`src/rtl/loader_pkg.sv`:
```
// Shared definitions for the instruction-memory loader.
// Holds the loader FSM state encoding, stream framing constants and a
// state decode helper used by the top level.
package loader_pkg;

   typedef enum logic [2:0] {
      ST_IDLE   = 3'd0,
      ST_LEN_LO = 3'd1,
      ST_LEN_HI = 3'd2,
      ST_DATA   = 3'd3,
      ST_CSUM   = 3'd4,
      ST_DONE   = 3'd5,
      ST_ERR    = 3'd6
   } state_t;

   localparam int WORD_BYTES = 4;
   localparam int HDR_BYTES  = 2;
   localparam int CNT_W      = $clog2(WORD_BYTES);

   // True in the states that consume bytes from the stream.
   function automatic logic rx_open(input state_t s);
      case (s)
         ST_LEN_LO, ST_LEN_HI, ST_DATA, ST_CSUM: rx_open = 1'b1;
         default:                                 rx_open = 1'b0;
      endcase
   endfunction

endpackage

```
`src/rtl/byte_packer.sv`:
```
// Little-endian byte-to-word packer.
// Ports:
//   clk, rst_n  - clock, async active-low reset (already synchronised)
//   clear       - restart assembly at byte 0 (new load session)
//   accept      - a data byte is transferred this cycle
//   data        - the data byte
//   last        - combinational: this accepted byte completes a word
//   word_valid  - registered one-cycle pulse, cycle after the 4th byte
//   word        - assembled word; holds its value until the next word completes
module byte_packer
   import loader_pkg::*;
#(
   parameter int WIDTH = 32
) (
   input  logic             clk,
   input  logic             rst_n,
   input  logic             clear,
   input  logic             accept,
   input  logic [7:0]       data,
   output logic             last,
   output logic             word_valid,
   output logic [WIDTH-1:0] word
);

   logic [CNT_W-1:0] cnt;
   logic [WIDTH-9:0] partial;

   assign last = accept && (cnt == CNT_W'(WORD_BYTES - 1));

   // Byte counter, partial-word buffer and completed-word register.
   // The completed word is copied out so a byte arriving in the write
   // cycle can start the next word in the partial buffer without clobbering it.
   always_ff @(posedge clk or negedge rst_n) begin
      if (!rst_n) begin
         cnt        <= '0;
         partial    <= '0;
         word_valid <= 1'b0;
         word       <= '0;
      end else begin
         word_valid <= last;
         if (clear) begin
            cnt <= '0;
         end else if (accept) begin
            cnt <= cnt + 1'b1;
            if (last) begin
               word <= {data, partial};
            end else begin
               partial[{cnt, 3'b000} +: 8] <= data;
            end
         end
      end
   end

endmodule

```
`src/rtl/imem_loader.sv`:
```
// Instruction-memory loader: receives a framed byte stream
// (LEN_LO, LEN_HI, 4*N data bytes, XOR checksum), writes the words to
// instruction memory and holds the CPU in reset until a verified load.
// Ports:
//   clk, reset (async active-low), start (session pulse)
//   rx_valid/rx_data/rx_ready - byte stream handshake
//   mem_we/mem_addr/mem_wdata - instruction memory write port (byte address)
//   cpu_hold, done, error     - status
module imem_loader
#(
   parameter int WIDTH = 32,
   parameter int SIZE  = 102
) (
   input  logic             clk,
   input  logic             reset,
   input  logic             start,
   input  logic             rx_valid,
   input  logic [7:0]       rx_data,
   output logic             rx_ready,
   output logic             mem_we,
   output logic [WIDTH-1:0] mem_addr,
   output logic [WIDTH-1:0] mem_wdata,
   output logic             cpu_hold,
   output logic             done,
   output logic             error
);
   import loader_pkg::*;

   localparam logic [15:0] SIZE_W = 16'(SIZE);

   logic [1:0]  rst_sync;
   logic        rst_n;
   state_t      state;
   state_t      state_next;
   logic [7:0]  len_lo;
   logic [15:0] n_words;
   logic [15:0] n_hdr;
   logic [15:0] word_idx;
   logic [7:0]  csum;
   logic        xfer;
   logic        start_ok;
   logic        word_last;

   // Reset synchroniser: assertion is immediate, release waits two clocks.
   always_ff @(posedge clk or negedge reset) begin
      if (!reset) begin
         rst_sync <= 2'b00;
      end else begin
         rst_sync <= {rst_sync[0], 1'b1};
      end
   end

   assign rst_n    = rst_sync[1];
   assign xfer     = rx_valid && rx_ready;
   assign start_ok = start && ((state == ST_IDLE) || (state == ST_DONE) || (state == ST_ERR));
   assign n_hdr    = {rx_data, len_lo};

   byte_packer #(.WIDTH(WIDTH)) u_packer (
      .clk        (clk),
      .rst_n      (rst_n),
      .clear      (start_ok),
      .accept     (xfer && (state == ST_DATA)),
      .data       (rx_data),
      .last       (word_last),
      .word_valid (mem_we),
      .word       (mem_wdata)
   );

   // Next-state decode; every transition out of a session state needs a transfer.
   always_comb begin
      state_next = state;
      case (state)
         ST_IDLE, ST_DONE, ST_ERR: begin
            if (start) state_next = ST_LEN_LO;
            else       state_next = state;
         end
         ST_LEN_LO: begin
            if (xfer) state_next = ST_LEN_HI;
            else      state_next = state;
         end
         ST_LEN_HI: begin
            if (!xfer)                                  state_next = state;
            else if ((n_hdr == 16'd0) || (n_hdr > SIZE_W)) state_next = ST_ERR;
            else                                        state_next = ST_DATA;
         end
         ST_DATA: begin
            // word_last already implies a transfer in DATA
            if (word_last && (word_idx == (n_words - 16'd1))) state_next = ST_CSUM;
            else                                           state_next = state;
         end
         ST_CSUM: begin
            if (!xfer)               state_next = state;
            else if (rx_data == csum) state_next = ST_DONE;
            else                     state_next = ST_ERR;
         end
         default: state_next = ST_IDLE;
      endcase
   end

   // State register with status outputs registered from the next state.
   always_ff @(posedge clk or negedge rst_n) begin
      if (!rst_n) begin
         state    <= ST_IDLE;
         rx_ready <= 1'b0;
         cpu_hold <= 1'b1;
         done     <= 1'b0;
         error    <= 1'b0;
      end else begin
         state    <= state_next;
         rx_ready <= rx_open(state_next);
         cpu_hold <= (state_next != ST_DONE);
         done     <= (state_next == ST_DONE);
         error    <= (state_next == ST_ERR);
      end
   end

   // Header capture, checksum, word index and write address.
   always_ff @(posedge clk or negedge rst_n) begin
      if (!rst_n) begin
         len_lo   <= 8'd0;
         n_words  <= 16'd0;
         word_idx <= 16'd0;
         csum     <= 8'd0;
         mem_addr <= '0;
      end else if (start_ok) begin
         word_idx <= 16'd0;
         csum     <= 8'd0;
      end else begin
         if (xfer && (state == ST_LEN_LO)) len_lo  <= rx_data;
         if (xfer && (state == ST_LEN_HI)) n_words <= n_hdr;
         if (xfer && (state == ST_DATA))   csum    <= csum ^ rx_data;
         // Address is registered alongside the assembled word so both
         // appear together in the write cycle and hold afterwards.
         if (word_last) begin
            mem_addr <= WIDTH'({word_idx, 2'b00});
            word_idx <= word_idx + 16'd1;
         end
      end
   end

endmodule

```
`config.mk`:
```
export PLATFORM = sky130hd
export DESIGN_NAME = imem_loader
export DESIGN_NICKNAME = d
export VERILOG_FILES = /design/src/rtl/loader_pkg.sv /design/src/rtl/byte_packer.sv /design/src/rtl/imem_loader.sv
export SDC_FILE = /design/constraint.sdc
export NUM_CORES = 1
export LEC_CHECK = 0
export BUFFER_PORTS_ARGS = -buffer_cell sky130_fd_sc_hd__buf_2
export CAP_MARGIN = 25
export CORE_MARGIN = 2
export CORE_UTILIZATION = 50
export CTS_CLUSTER_SIZE = 24
export DETAILED_ROUTE_END_ITERATION = 7
export GPL_ROUTABILITY_DRIVEN = 0
export GPL_TIMING_DRIVEN = 0
export PLACE_DENSITY = 0.68
export REMOVE_ABC_BUFFERS = 1
export SETUP_SLACK_MARGIN = 0.5
export SYNTH_ARGS = -nofsm -noshare
export SYNTH_HDL_FRONTEND = slang
export SYNTH_SLANG_ARGS = --single-unit
export TNS_END_PERCENT = 20
```
`constraint.sdc`:
```
create_clock -name clk -period 5.6 [get_ports clk]
set_input_delay 0 -clock clk [delete_from_list [all_inputs] [get_ports clk]]
set_output_delay 0 -clock clk [all_outputs]
set_load 0.05 [all_outputs]
```
==> flow_summary.ini <==
[sta]
fmax_mhz = 339.2
worst_pin_slew_ns = 0.9871
finalCritPeriodShare_pct = 52.65
relSlewSlack_pct = 34.05
hold_violations = 0
whs_ns = 0.03059
setup-violations-final = 0
rsz0062_at_grt = false
skew_ns = 0.006681
slew_violations = 0
fin_crit_ns = 2.948
tns_ns = 0

[route]
drc = 0
wl_per_cell_um = 14.13
antenna_left = 0
totalWireLength_um = 12990
dr.pass1.iters = 7
drt-initial-drc-count = 309
viasPerCell = 5.128
vias = 4713

[final_layout]
multi_input_area_um2 = 2709
fin_cells = 919
final_cell_mix = 221 x nand2_1, 130 x dfrtp_1, 64 x buf_2
fin_nets = 757
diodes = 0
syn_to_final_growth_pct = 17.65
fill_cells = 1077
final_common_cell = nand2_1
seqCellArea_um2 = 3308
layout-drive-gt1-share_pct = 18.38

[worst_hold_path]
holdPathStages = 4
worstHoldStart = start
min_delay_worst_endpoint = cpu_hold
hold_class = in -> reg

[setup_path]
required_ns = 5.91
critPathLaunch = u_packer.cnt[0]
cp-end-kind = flip-flop
cp_max_fo = 26
worst-setup-path-type = reg -> reg
r2r_end = rx_ready
crit_arrival_ns = 3.26
startpoint_type = flip-flop
worst_r2r_path_depth = 9
regToRegSetupSlack_ns = 2.65
worst_r2r_startpoint = u_packer.cnt[0]

[clock_network]
cts.sinks = 132
clk_path_buf_depth = 2
cts_tree = built
cts-root-buf = clkbuf_16
path_clk_slew_ns = 0.06
cts_made_buffers = 17
clk_latency_ns = 0.42
post_cts_resize_count = 0
h-tree-depth = 4

[global_routing]
grt_max_degree = 51
grt_overflow_total = 0
antenna_found_initial = 0
grt_pass1_wl_um = 21650
grt_usage_pct = 20.77
grt_pass1_vias = 4414

[floorplan]
die_x_um = 115.9
die_h_um = 115.9
coreArea_um2 = 12110
io_pins = 81
initial_core_util_pct = 51.68
die_area_um2 = 13430
row_count = 40

[power]
ir_drop_mv = 0.2787
leakagePower_nw = 3.697
power_density_nw_per_um2 = 430.4

[placed_design]
dpl.cell_count = 877
port_buffers = 64
post-dp-hpwl_um = 8670

[yosys]
synth-seq-cells = 132
ys_async_sr_fraction_pct = 100.0
ys_warn_count = 0
synth_flop_cell = dfrtp_1
syn_area_per_cell_um2 = 9.206
synth_cell_types = 50
seq_area_frac_synth_pct = 52.79
syn_area_um2 = 6260
synth-edff-count = 0
synth_cells = 680

[status]
status = finished clean

[flow_run]
cap_violations = 0
## worst max-delay path by stage
stage	to	slack, ns	depth (start not counted)
global route	rx_ready	2.37	9
global placement	mem_addr[4]	0.28	0
detailed placement	rx_ready	2.63	9
CTS	rx_ready	2.61	9
finish	rx_ready	2.65	9
floorplan	csum[0]	1.65	0
## sequential cells by signal, summed over array words and instances, names as in the netlist
signal	count
error	1
mem_addr	16
rx_ready	1
u_packer.word_valid	1
u_packer.word	32
done	1
cpu_hold	1
len_lo	8
csum	8
u_packer.cnt	2
state	3
n_words	16
rst_sync	2
word_idx	16
u_packer.partial	24
## synth_stat cells (2+ instances only)
library cell | instances | area [um^2]
nand2_1 | 222 | 833.3
dfrtp_1 | 131 | 3278
o21ai_0 | 46 | 230.2
nor2_1 | 34 | 127.6
clkbuf_1 | 33 | 123.9
xor2_1 | 28 | 245.2
mux2_2 | 23 | 259.0
buf_4 | 16 | 120.1
xnor2_1 | 15 | 131.4
inv_1 | 11 | 41.29
a21oi_1 | 8 | 40.04
nand3_1 | 8 | 40.04
nand4_1 | 8 | 50.05
nor2b_1 | 8 | 50.05
nor3_1 | 8 | 40.04
ha_1 | 7 | 87.58
and3_1 | 6 | 37.54
nor4_1 | 6 | 37.54
buf_1 | 5 | 18.77
or3_1 | 5 | 31.28
nand2b_1 | 4 | 25.02
nor3b_1 | 4 | 30.03
o31a_1 | 4 | 35.03
and2_1 | 3 | 18.77
mux2i_1 | 3 | 30.03
or4_1 | 3 | 22.52
a211oi_1 | 2 | 15.01
a21o_1 | 2 | 15.01
buf_2 | 2 | 10.01
conb_1 | 2 | 7.510
nand3b_1 | 2 | 15.01
nor4_2 | 2 | 25.02
o31ai_1 | 2 | 15.01
## routing by layer
metal / global-route usage [%] / routed length (um)
met2: 31.70 / 6032
met5: 0 / 0
met4: 6.984 / 185
met1: 28.97 / 6351
met3: 5.649 / 418
## repair_timing
action,4_1_cts,5_1_grt
setup buffers,0,0
endpoints found under the hold margin,36,0
hold buffers,10,0
## report_power, final
| part | total (mW) | internal, mW | switching, mW |
|---|---|---|---|
| clock | 1.04 | 0.613 | 0.432 |
| sequential | 1.32 | 1.12 | 0.197 |
| combinational | 0.809 | 0.356 | 0.453 |
| total | 3.17 | 2.09 | 1.08 |
## area by class of cell
type                            count  area share, %
Timing Repair Buffer               80          7.305
Sequential cell                   132          44.92
Tap cell                          168          2.854
Multi-Input combinational cell    496          36.78
Clock inverter                     15          1.801
Clock buffer                       17          5.776
Inverter                           11         0.5607
## cells by family (layout without fill, tap and decap cells)
logic type               count (synthesis)  in the layout  synth area share (%)
buffers and inverters                   67            123                 5.017
AO/OA/AOI/OAI                           73             73                 6.776
other                                    2             17                0.1200
flip-flops                             132            132                 52.79
adder cells (fa/ha/maj)                  7              7                 1.399
AND/OR/NAND/NOR                        330            330                 23.27
multiplexers                            26             26                 4.617
XOR/XNOR                                43             43                 6.017
## worst max-delay path, stage by stage (launching register included)
cell and delay (ns):
dfrtp_1 0.46, ha_1 0.26, and3_1 0.18, nand2_2 0.33, nor4_1 0.55, nand4_1 0.17, nor4_2 0.18, nand4_1 0.20
and2_4 0.21, mux2_2 0.25
## per-stage QoR
step / utilization [%] / total power [mW] / setup slack (ns) / cell area, um^2
global route: 60.81 / 3.349 / 2.365 / 7365
floorplan: - / 1.906 / 1.652 / 6043
CTS: 60.81 / 3.187 / 2.612 / 7365
detailed placement: 55.37 / 2.124 / 2.630 / 6706
global placement: 54.28 / 2.061 / 0.2776 / 6574
finish: 60.81 / 3.170 / 2.652 / 7365
(Power assumes the default switching activity.)
